==> src/rtl/regfile_pkg.sv <==
`default_nettype none
// ============================================================================
// regfile_pkg : shared types and default sizes for the register-file responder
// Revision    : 1.0
// ============================================================================
package regfile_pkg;

  typedef enum logic [0:0] {
    CLEAR = 1'b0,
    READY = 1'b1
  } regfile_state_e;

  localparam int NUM_REGS_DEFAULT = 32;
  localparam int ADDR_W_DEFAULT   = 6;
  localparam int DATA_W_DEFAULT   = 32;

  localparam int LAST_SWEEP_INDEX_DEFAULT = NUM_REGS_DEFAULT - 1;

  // Entry 0 is hardwired, so the sweep runs from 1 up to this index.
  function automatic int last_sweep_index(input int num_regs);
    return num_regs - 1;
  endfunction

endpackage
`default_nettype wire

==> src/rtl/regfile_clear_sequencer.sv <==
`default_nettype none
// ============================================================================
// regfile_clear_sequencer : CLEAR/READY FSM and sweep index for the register file
// Revision                : 1.0
// ============================================================================
module regfile_clear_sequencer
  import regfile_pkg::*;
#(
  parameter int NUM_REGS = NUM_REGS_DEFAULT,
  parameter int ADDR_W   = ADDR_W_DEFAULT
) (
  input  logic              clk,
  input  logic              rst_n,
  input  logic              clear_request,
  output logic              clear_we,
  output logic [ADDR_W-1:0] clear_addr,
  output logic              ready
);

  localparam logic [ADDR_W-1:0] FIRST_INDEX = ADDR_W'(1);
  localparam logic [ADDR_W-1:0] LAST_INDEX  = ADDR_W'(last_sweep_index(NUM_REGS));

  regfile_state_e    state_q, state_d;
  logic [ADDR_W-1:0] clear_index_q, clear_index_d;

  always_ff @(posedge clk or negedge rst_n) begin
    if (!rst_n) begin
      state_q       <= CLEAR;
      clear_index_q <= FIRST_INDEX;
    end else begin
      state_q       <= state_d;
      clear_index_q <= clear_index_d;
    end
  end

  always_comb begin
    state_d       = state_q;
    clear_index_d = clear_index_q;
    clear_we      = 1'b0;
    ready         = 1'b0;
    case (state_q)
      CLEAR: begin
        clear_we = 1'b1;
        // The last entry is written on the same edge that enters READY.
        if (clear_index_q >= LAST_INDEX) begin
          state_d = READY;
        end else begin
          clear_index_d = clear_index_q + FIRST_INDEX;
        end
      end
      READY: begin
        ready = 1'b1;
        if (clear_request) begin
          state_d       = CLEAR;
          clear_index_d = FIRST_INDEX;
        end
      end
      default: begin
        state_d       = CLEAR;
        clear_index_d = FIRST_INDEX;
      end
    endcase
  end

  assign clear_addr = clear_index_q;

endmodule
`default_nettype wire

==> src/rtl/register_file_responder.sv <==
`default_nettype none
// ============================================================================
// register_file_responder : 2R/1W register file, entry 0 hardwired to zero,
//                           hardware clear sweep. Option: REGFILE_WRITE_BYPASS_EN
// Revision                : 1.0
// ============================================================================
module register_file_responder
  import regfile_pkg::*;
#(
  parameter int NUM_REGS = NUM_REGS_DEFAULT,
  parameter int ADDR_W   = ADDR_W_DEFAULT,
  parameter int DATA_W   = DATA_W_DEFAULT
) (
  input  logic              clock,
  input  logic              reset,
  input  logic [ADDR_W-1:0] register_file_read_address_1,
  input  logic [ADDR_W-1:0] register_file_read_address_2,
  output logic [DATA_W-1:0] register_file_read_value_1,
  output logic [DATA_W-1:0] register_file_read_value_2,
  input  logic [ADDR_W-1:0] register_file_write_address,
  input  logic [DATA_W-1:0] register_file_write_value,
  input  logic              register_file_write_enable,
  input  logic              clear_request,
  output logic              ready,
  output logic [ADDR_W-1:0] clear_index
);

  localparam int                IDX_W        = (NUM_REGS > 1) ? $clog2(NUM_REGS) : 1;
  localparam logic [ADDR_W:0]   NUM_REGS_EXT = (ADDR_W + 1)'(NUM_REGS);

  logic              clear_we;
  logic [ADDR_W-1:0] clear_addr;
  logic              write_ok;
  logic              mem_we_d;
  logic [IDX_W-1:0]  mem_addr_d;
  logic [DATA_W-1:0] mem_data_d;
  logic [DATA_W-1:0] mem_q [NUM_REGS];

  regfile_clear_sequencer #(
    .NUM_REGS (NUM_REGS),
    .ADDR_W   (ADDR_W)
  ) u_clear_sequencer (
    .clk           (clock),
    .rst_n         (reset),
    .clear_request (clear_request),
    .clear_we      (clear_we),
    .clear_addr    (clear_addr),
    .ready         (ready)
  );

  assign clear_index = clear_addr;

  // Upper address bits are compared in full, never truncated.
  function automatic logic in_range(input logic [ADDR_W-1:0] addr);
    return {1'b0, addr} < NUM_REGS_EXT;
  endfunction

  function automatic logic addr_valid(input logic [ADDR_W-1:0] addr);
    return (addr != '0) && in_range(addr);
  endfunction

  always_comb begin
    write_ok = register_file_write_enable && ready && addr_valid(register_file_write_address);
  end

  always_comb begin
    mem_we_d   = 1'b0;
    mem_addr_d = '0;
    mem_data_d = '0;
    if (clear_we && in_range(clear_addr)) begin
      mem_we_d   = 1'b1;
      mem_addr_d = clear_addr[IDX_W-1:0];
    end else if (write_ok) begin
      mem_we_d   = 1'b1;
      mem_addr_d = register_file_write_address[IDX_W-1:0];
      mem_data_d = register_file_write_value;
    end
  end

  // Storage carries no reset so it can map onto RAM; the sweep clears it.
  always_ff @(posedge clock) begin
    if (mem_we_d) begin
      mem_q[mem_addr_d] <= mem_data_d;
    end
  end

  function automatic logic [DATA_W-1:0] read_port(input logic [ADDR_W-1:0] addr);
    logic [DATA_W-1:0] value;
    value = '0;
    if (ready && addr_valid(addr)) begin
      value = mem_q[addr[IDX_W-1:0]];
    end
`ifdef REGFILE_WRITE_BYPASS_EN
    if (write_ok && (addr == register_file_write_address)) begin
      value = register_file_write_value;
    end
`endif
    return value;
  endfunction

  always_comb begin
    register_file_read_value_1 = read_port(register_file_read_address_1);
    register_file_read_value_2 = read_port(register_file_read_address_2);
  end

endmodule
`default_nettype wire
==> config.mk <==
export PLATFORM = sky130hd
export DESIGN_NAME = register_file_responder
export DESIGN_NICKNAME = d
export VERILOG_FILES = /design/src/rtl/regfile_pkg.sv /design/src/rtl/regfile_clear_sequencer.sv /design/src/rtl/register_file_responder.sv
export SDC_FILE = /design/constraint.sdc
export NUM_CORES = 1
export LEC_CHECK = 0
export CORE_MARGIN = 2
export CORE_UTILIZATION = 35
export CTS_BUF_LIST = sky130_fd_sc_hd__clkbuf_2 sky130_fd_sc_hd__clkbuf_4 sky130_fd_sc_hd__clkbuf_8
export DETAILED_ROUTE_END_ITERATION = 7
export PLACE_DENSITY_LB_ADDON = 0.3
export SETUP_SLACK_MARGIN = 0.3
export SYNTH_ARGS = -nofsm -noshare
export SYNTH_HDL_FRONTEND = slang
export SYNTH_SLANG_ARGS = --single-unit
==> constraint.sdc <==
create_clock -name clock -period 3.2 [get_ports clock]
set_clock_uncertainty 0.1 [all_clocks]
set_input_delay 0.8 -clock clock [delete_from_list [all_inputs] [get_ports clock]]
set_output_delay 0.8 -clock clock [all_outputs]
set_load 0.01 [all_outputs]
# After elaboration in Yosys (flattened, before gate mapping)
# Memories as Yosys holds them, arrays and structs flattened.
# Index checks and enable logic that the tools add are counted.
# W data, S select, Z words.
[word_totals]
ff_bits = 7
ramBits = 1024
in_bits = 54
out_inout_bits = 71
wordCells = 42
n_memories = 1
[classes]
add_sub_neg = 1
magnitude_cmp = 5
n_eq_ne = 2
mux = 18
n_bitwise = 1
reduce_logical = 12
[mem_list]
columns = ["name", "words", "width", "rd", "rd_ports_with_merged_regs", "write_ports", "line", "source"]
rows = [
  ["mem_q", 32, 32, 2, 0, 1, "register_file_responder.sv:37", "logic [DATA_W-1:0] mem_q [NUM_REGS];"],
]
[op_table]
columns = ["cell", "n"]
rows = [
  ["$mux W32", 4],
  ["$lt A6 B6 Y1 const B", 4],
  ["$reduce_bool A6 Y1", 3],
  ["$mux W6", 2],
  ["$pmux W6 S2", 1],
  ["$mux W5", 2],
  ["$logic_and A1 B1 Y1", 8],
  ["$mux W1", 8],
  ["$add A6 B1 Y6 const B", 1],
  ["$ge A6 B5 Y1 const B", 1],
  ["$ne A2 B2 Y1 const B", 2],
  ["$pmux W1 S2", 1],
  ["$reduce_and A2 Y1", 1],
  ["$not A1 Y1", 1],
]

# Longest topological paths before layout
[logic_depth]
depth_word = 7
mapped_depth = 9
depth_no_buf = 5

# Cells and area by module
# Synthesis repeated with hierarchy kept, for this count alone.
[unflattened]
hier_cells = 2367
hier_area_um2 = 47859.7
[by_module_without_submodules]
columns = ["module", "instances", "cells_per_inst", "area_per_inst_um2", "seq_area_each_um2"]
rows = [
  ["register_file_responder", 1, 2333, 47503.1, 30749.5],
  ["regfile_clear_sequencer", 1, 34, 356.6, 176.4],
]

# Least setup slack after synthesis
# No wires, ideal clock.
[synth_timing]
kind = "input -> register"
start = "in register_file_write_enable"
end = "mem mem_q[24][0] (netlist name) (enable)"
setup_time_ps = 421
arrival_ps = 3184
t_required_ps = 2679
slack_ps = -505
stages = 4
n_path_buf = 0
path_cell_list = "nor2b_1 > a31oi_1 > or3b_2 > nor2_1"
[synth_via]
elab_chain_len = 6
elab_cells_between_ends = 8
cone_classes = "mux: 6; reduce/logical: 2"
[synth_lines]
columns = ["element", "line", "source"]
rows = [
  ["start, declared", "register_file_responder.sv:22", "input logic register_file_write_enable,"],
  ["$logic_and A1 B1 Y1 * (2 in series)", "register_file_responder.sv:63", "write_ok = register_file_write_enable && ready && addr_valid(register_file_write_address);"],
  ["$mux W1", "register_file_responder.sv:73", "end else if (write_ok) begin"],
  ["$mux W1", "register_file_responder.sv:70", "if (clear_we && in_range(clear_addr)) begin"],
  ["$mux W1", "register_file_responder.sv:82", "if (mem_we_d) begin"],
  ["$mux W1 (not written as such)", "register_file_responder.sv:83", "mem_q[mem_addr_d] <= mem_data_d;"],
  ["end, declared", "register_file_responder.sv:37", ""],
]
# Mark *: on every way between the ends. The rest lies on a longest branch, timed or not.

# Worst setup path in the final report
[layout_timing]
start = "in register_file_read_address_2[0]"
end = "out register_file_read_value_2[31]"
[layout_via]
elab_chain_len = 4
elab_cells_between_ends = 6
cone_classes = "order compare: 1; mux: 1; reduce/logical: 3; memory: 1"
[layout_lines]
columns = ["element", "line", "source"]
rows = [
  ["start, declared", "register_file_responder.sv:17", "input logic [ADDR_W-1:0] register_file_read_address_2,"],
  ["$lt A6 B6 Y1 or $reduce_bool A6 Y1 (tied branches)", "register_file_responder.sv:55, register_file_responder.sv:59", ""],
  ["$logic_and A1 B1 Y1", "register_file_responder.sv:59", "return (addr != '0) && in_range(addr);"],
  ["$logic_and A1 B1 Y1", "register_file_responder.sv:90", "if (ready && addr_valid(addr)) begin"],
  ["$mux W32 *", "register_file_responder.sv:90", ""],
  ["end, declared", "register_file_responder.sv:19", "output logic [DATA_W-1:0] register_file_read_value_2,"],
]
# Marks and branches as above.

==> impl_metrics.csv <==
group,metric,value,unit
finish,final-instance-count-excl-fill,5208,
logic_synthesis,synth_top_cell_area_share,0.643,
setup_path,critical_path_required,2.30,ns
logic_synthesis,synth_fa_ha_area_frac,0.000262,
logic_synthesis,post_synth_and_or_nand_nor_area_fraction,0.0199,
setup_path,cpLargestDelayFamily,"buffers and inverters",
logic_synthesis,synth-edff-count,1024,
sta,worst_pin_slew,1.04,ns
sta,maxSlewHeadroom,0.304,
cts,cts.clk_slew.worst_paths,0.06,ns
cts,numCtsBuffers,171,
detailed_routing,overall_routed_net_length,177000,µm
logic_synthesis,async_reset_ff_frac,0.00679,
setup_path,critPathMaxFanout,8,
finish,final_cell_area,65500,µm²
floorplanning,die_area,140000,µm²
floorplanning,num_rows,135,
floorplanning,design.core.area,135000,µm²
logic_synthesis,most_frequent_cell_after_synthesis,"sky130_fd_sc_hd__edfxtp_1",
floorplanning,num_io_pins,125,
logic_synthesis,synth_top_flop_cell,"sky130_fd_sc_hd__edfxtp_1",
place,detailedPlace.worstSlack,-1.51,ns
detailed_routing,drcViolationCount,0,
logic_synthesis,area_fraction_in_compound_gates_after_synthesis,0.0724,
logic_synthesis,post_synthesis_area_per_instance,19.4,µm²
cts,clock_insertion_delay_at_the_later_pin_of_the_skew_report,0.91,ns
grt,groute.layer.met3.usage,0.0522,
grt,global_route.overflow_total,0,
setup_path,critical_path.endpoint_type,"primary output",
sta,rsz0062_at_grt,"true",
place,port_buffers,124,
sta,max_freq,266,MHz
grt,gr-max-usage-layer,"met2",
finish,final_nets,3351,
logic_synthesis,yosys_register_bits,1031,
detailed_routing,iteration_count_of_the_initial_detailed_routing_pass,5,
sta,post-route-min-period,3.76,ns
sta,fin_worst_hold_slack,0.423,ns
setup_path,cpMaxStageDelayCell,"sky130_fd_sc_hd__mux4_2",
flow_run,cap_violations,0,
floorplanning,die_height,374,µm
grt,grtUsageTotal,0.250,
logic_synthesis,share_of_the_yosys_chip_area_belonging_to_registers,0.647,
power,power.density,578,nW/µm²
logic_synthesis,syn_inst,2465,
setup_path,data_arrival_time_of_the_critical_path,2.86,ns
cts,cts_root_buffer,"sky130_fd_sc_hd__clkbuf_8",
floorplanning,die_w,374,µm
place,placedCellCount,4671,
detailed_routing,dr.first_iter.drc_count,3957,
logic_synthesis,synthXorXnorAreaFrac,0.000366,
setup_path,timing.critical_path.buf_inv,7,
detailed_routing,via_count,31700,
sta,setup_viol_count_final,64,
finish,area_growth_syn_to_layout,37.0,%
sta,slew_limit_fails,0,
place,place_congestion,0.883,
sta,period_share,1.17,
detailed_routing,routed_vias_inst,6.08,
finish,fraction_of_final_layout_cells_with_drive_strength_greater_than_1,0.524,
logic_synthesis,ys_top_cells_by_area,"sky130_fd_sc_hd__edfxtp_1 (64%), sky130_fd_sc_hd__mux4_2 (18%), sky130_fd_sc_hd__mux2i_1 (5.4%), sky130_fd_sc_hd__a22o_1 (2.3%), sky130_fd_sc_hd__a2111oi_2 (1.3%)",
grt,grt_util_met1,0.324,
sta,setup-tns-final,-28.62,ns
floorplanning,start_util,0.353,
detailed_routing,routed_wire_length_per_instance,33.9,µm
grt,grt_start_max_net_pins,33,
logic_synthesis,synth_nets,2520,
grt,grt_use_met2,0.406,
logic_synthesis,post-synth-top-area-cell,"sky130_fd_sc_hd__edfxtp_1",
cts,cts.path.max_buffers,3,
cts,ctsHtreeMaxLevel,4,
logic_synthesis,post_synth_mux_area_share,0.235,
setup_path,timing.critical_path.cells,"buf_16 > buf_8 > buf_16 > buf_6 > buf_12 > mux4_2 > a22o_1 > a211oi_2 > nor3_4 > buf_6 > buf_6",
logic_synthesis,synth.cell_area,47800,µm²
logic_synthesis,synthDistinctLibCells,44,
power,total_power_consumption_of_the_routed_design,37.9,mW
logic_synthesis,yosysWarnings,0,
sta,setup_slack,-0.555,ns
setup_path,peak_per_stage_delay_on_the_critical_path,0.50,ns
grt,grt_first_pass_wirelength,247000,µm
place,detailed_placement_wirelength_estimate,109000,µm
worst_hold_path,min_path_type,"register to register",
place,postPlaceCellArea,56200,µm²
power,cellLeakagePower,22.5,nW
cts,cts_tree,"yes",
sta,finalHoldViolations,0,
grt,number_of_antenna_violations_at_the_first_check_in_global_routing,2,
grt,grt_pass1_vias,32900,
status,violations,"setup timing",
finish,fin_util,0.484,
cts,cts.sinks,1031,
setup_path,criticalPathCategory,"input pin to primary output",
status,run_status,"finished with violations",
logic_synthesis,synth.top_cells.by_count,"sky130_fd_sc_hd__edfxtp_1 (1024), sky130_fd_sc_hd__mux4_2 (385), sky130_fd_sc_hd__mux2i_1 (256), sky130_fd_sc_hd__a22o_1 (126), sky130_fd_sc_hd__clkbuf_1 (100)",
setup_path,startpoint_type,"input pin",
logic_synthesis,synth_top_family_by_area,"multiplexers",
detailed_routing,antenna_violating_nets_post_route,0,
power,irDropWorstVdd,0.376,mV
setup_path,path_common_cell,"sky130_fd_sc_hd__buf_6",
-- sequential cells by signal, summed over array words and instances (netlist names) --
| name | count |
|---|---|
| mem_q | 1024 |
| u_clear_sequencer.state_q | 1 |
| u_clear_sequencer.clear_addr | 6 |
-- what timing repair did --
item                       4_1_cts  5_1_grt
setup buffers                  165       48
pin swaps                      228      104
cloned                          17        2
hold buffers                     1        0
hold endpoints to repair         6        0
setup endpoints to repair      152      199
resized for setup              805       94
-- layout make-up --
type	count	area [µm²]
Antenna cell	1	2.50
Clock buffer	218	2710
Clock inverter	85	617
Fill cell	11100	69900
Inverter	6	22.5
Multi-Input combinational cell	1218	18500
Sequential cell	1031	30900
Tap cell	1781	2230
Timing Repair Buffer	868	10500
-- worst paths after layout --
check / from / end / slack (ns) / depth (start not counted)
max: register_file_read_address_2[0] / register_file_read_value_2[31] / -0.56 / 11
min: u_clear_sequencer.clear_addr[0] / u_clear_sequencer.clear_addr[0] / 0.42 / 1
max reg2reg: u_clear_sequencer.state_q / mem_q[24][0] / 0.32 / 7
min reg2reg: u_clear_sequencer.clear_addr[0] / u_clear_sequencer.clear_addr[0] / 0.42 / 1
max in group asynchronous: reset / u_clear_sequencer.clear_addr[0] / 2.11 / 2
min in group asynchronous: reset / u_clear_sequencer.clear_addr[2] / 0.60 / 2
-- worst register-to-register path, delay by kind of cell, from the launching register on --
kind / cells / cell delay, ns
AOI/OAI and AO/OA: 1 / 0.13
buffers and inverters: 3 / 0.60
and+or+nand+nor: 3 / 1.20
DFF: 1 / 0.46
-- routing by layer --
metal,part of all wire,up-vias,wire length (µm)
li1,-,12500,-
met1,0.38,16800,66800
met5,0.000074,-,13
met4,0.050,2,8910
met3,0.093,461,16400
met2,0.48,1856,84400
-- logic make-up after synthesis --
logic type                 after synthesis
buffers and inverters                  216
DFF                                   1031
xor gates and xnor gates                 2
AOI/OAI and AO/OA                      396
and+or+nand+nor                        176
adders and majority gates                1
muxes                                  643
-- report_power, final --
part	switching, mW	internal, mW
combinational	5.18	3.87
sequential	0.634	16.6
clock	5.55	6.06
-- placed cells by master (no fill, tap or decap), types with 9 or more instances in the layout --
master,count
sky130_fd_sc_hd__edfxtp_1,1024
sky130_fd_sc_hd__buf_4,411
sky130_fd_sc_hd__mux4_2,385
sky130_fd_sc_hd__mux2i_1,250
sky130_fd_sc_hd__buf_12,207
sky130_fd_sc_hd__clkbuf_8,171
sky130_fd_sc_hd__buf_6,122
sky130_fd_sc_hd__a22o_1,109
sky130_fd_sc_hd__a2111oi_4,60
sky130_fd_sc_hd__nor3_2,50
sky130_fd_sc_hd__clkdlybuf4s50_1,48
sky130_fd_sc_hd__clkbuf_4,47
sky130_fd_sc_hd__a211oi_2,46
sky130_fd_sc_hd__clkinv_1,43
sky130_fd_sc_hd__nor2_4,34
sky130_fd_sc_hd__o221ai_1,33
sky130_fd_sc_hd__and2_1,33
sky130_fd_sc_hd__buf_8,29
sky130_fd_sc_hd__buf_16,28
sky130_fd_sc_hd__o22ai_1,26
sky130_fd_sc_hd__o22ai_2,23
sky130_fd_sc_hd__clkinv_2,20
sky130_fd_sc_hd__o221ai_2,18
sky130_fd_sc_hd__a22o_4,17
sky130_fd_sc_hd__o22ai_4,16
sky130_fd_sc_hd__buf_2,15
sky130_fd_sc_hd__o221ai_4,12
sky130_fd_sc_hd__a211oi_1,9
Note: power is estimated with default switching activity, not from simulation.
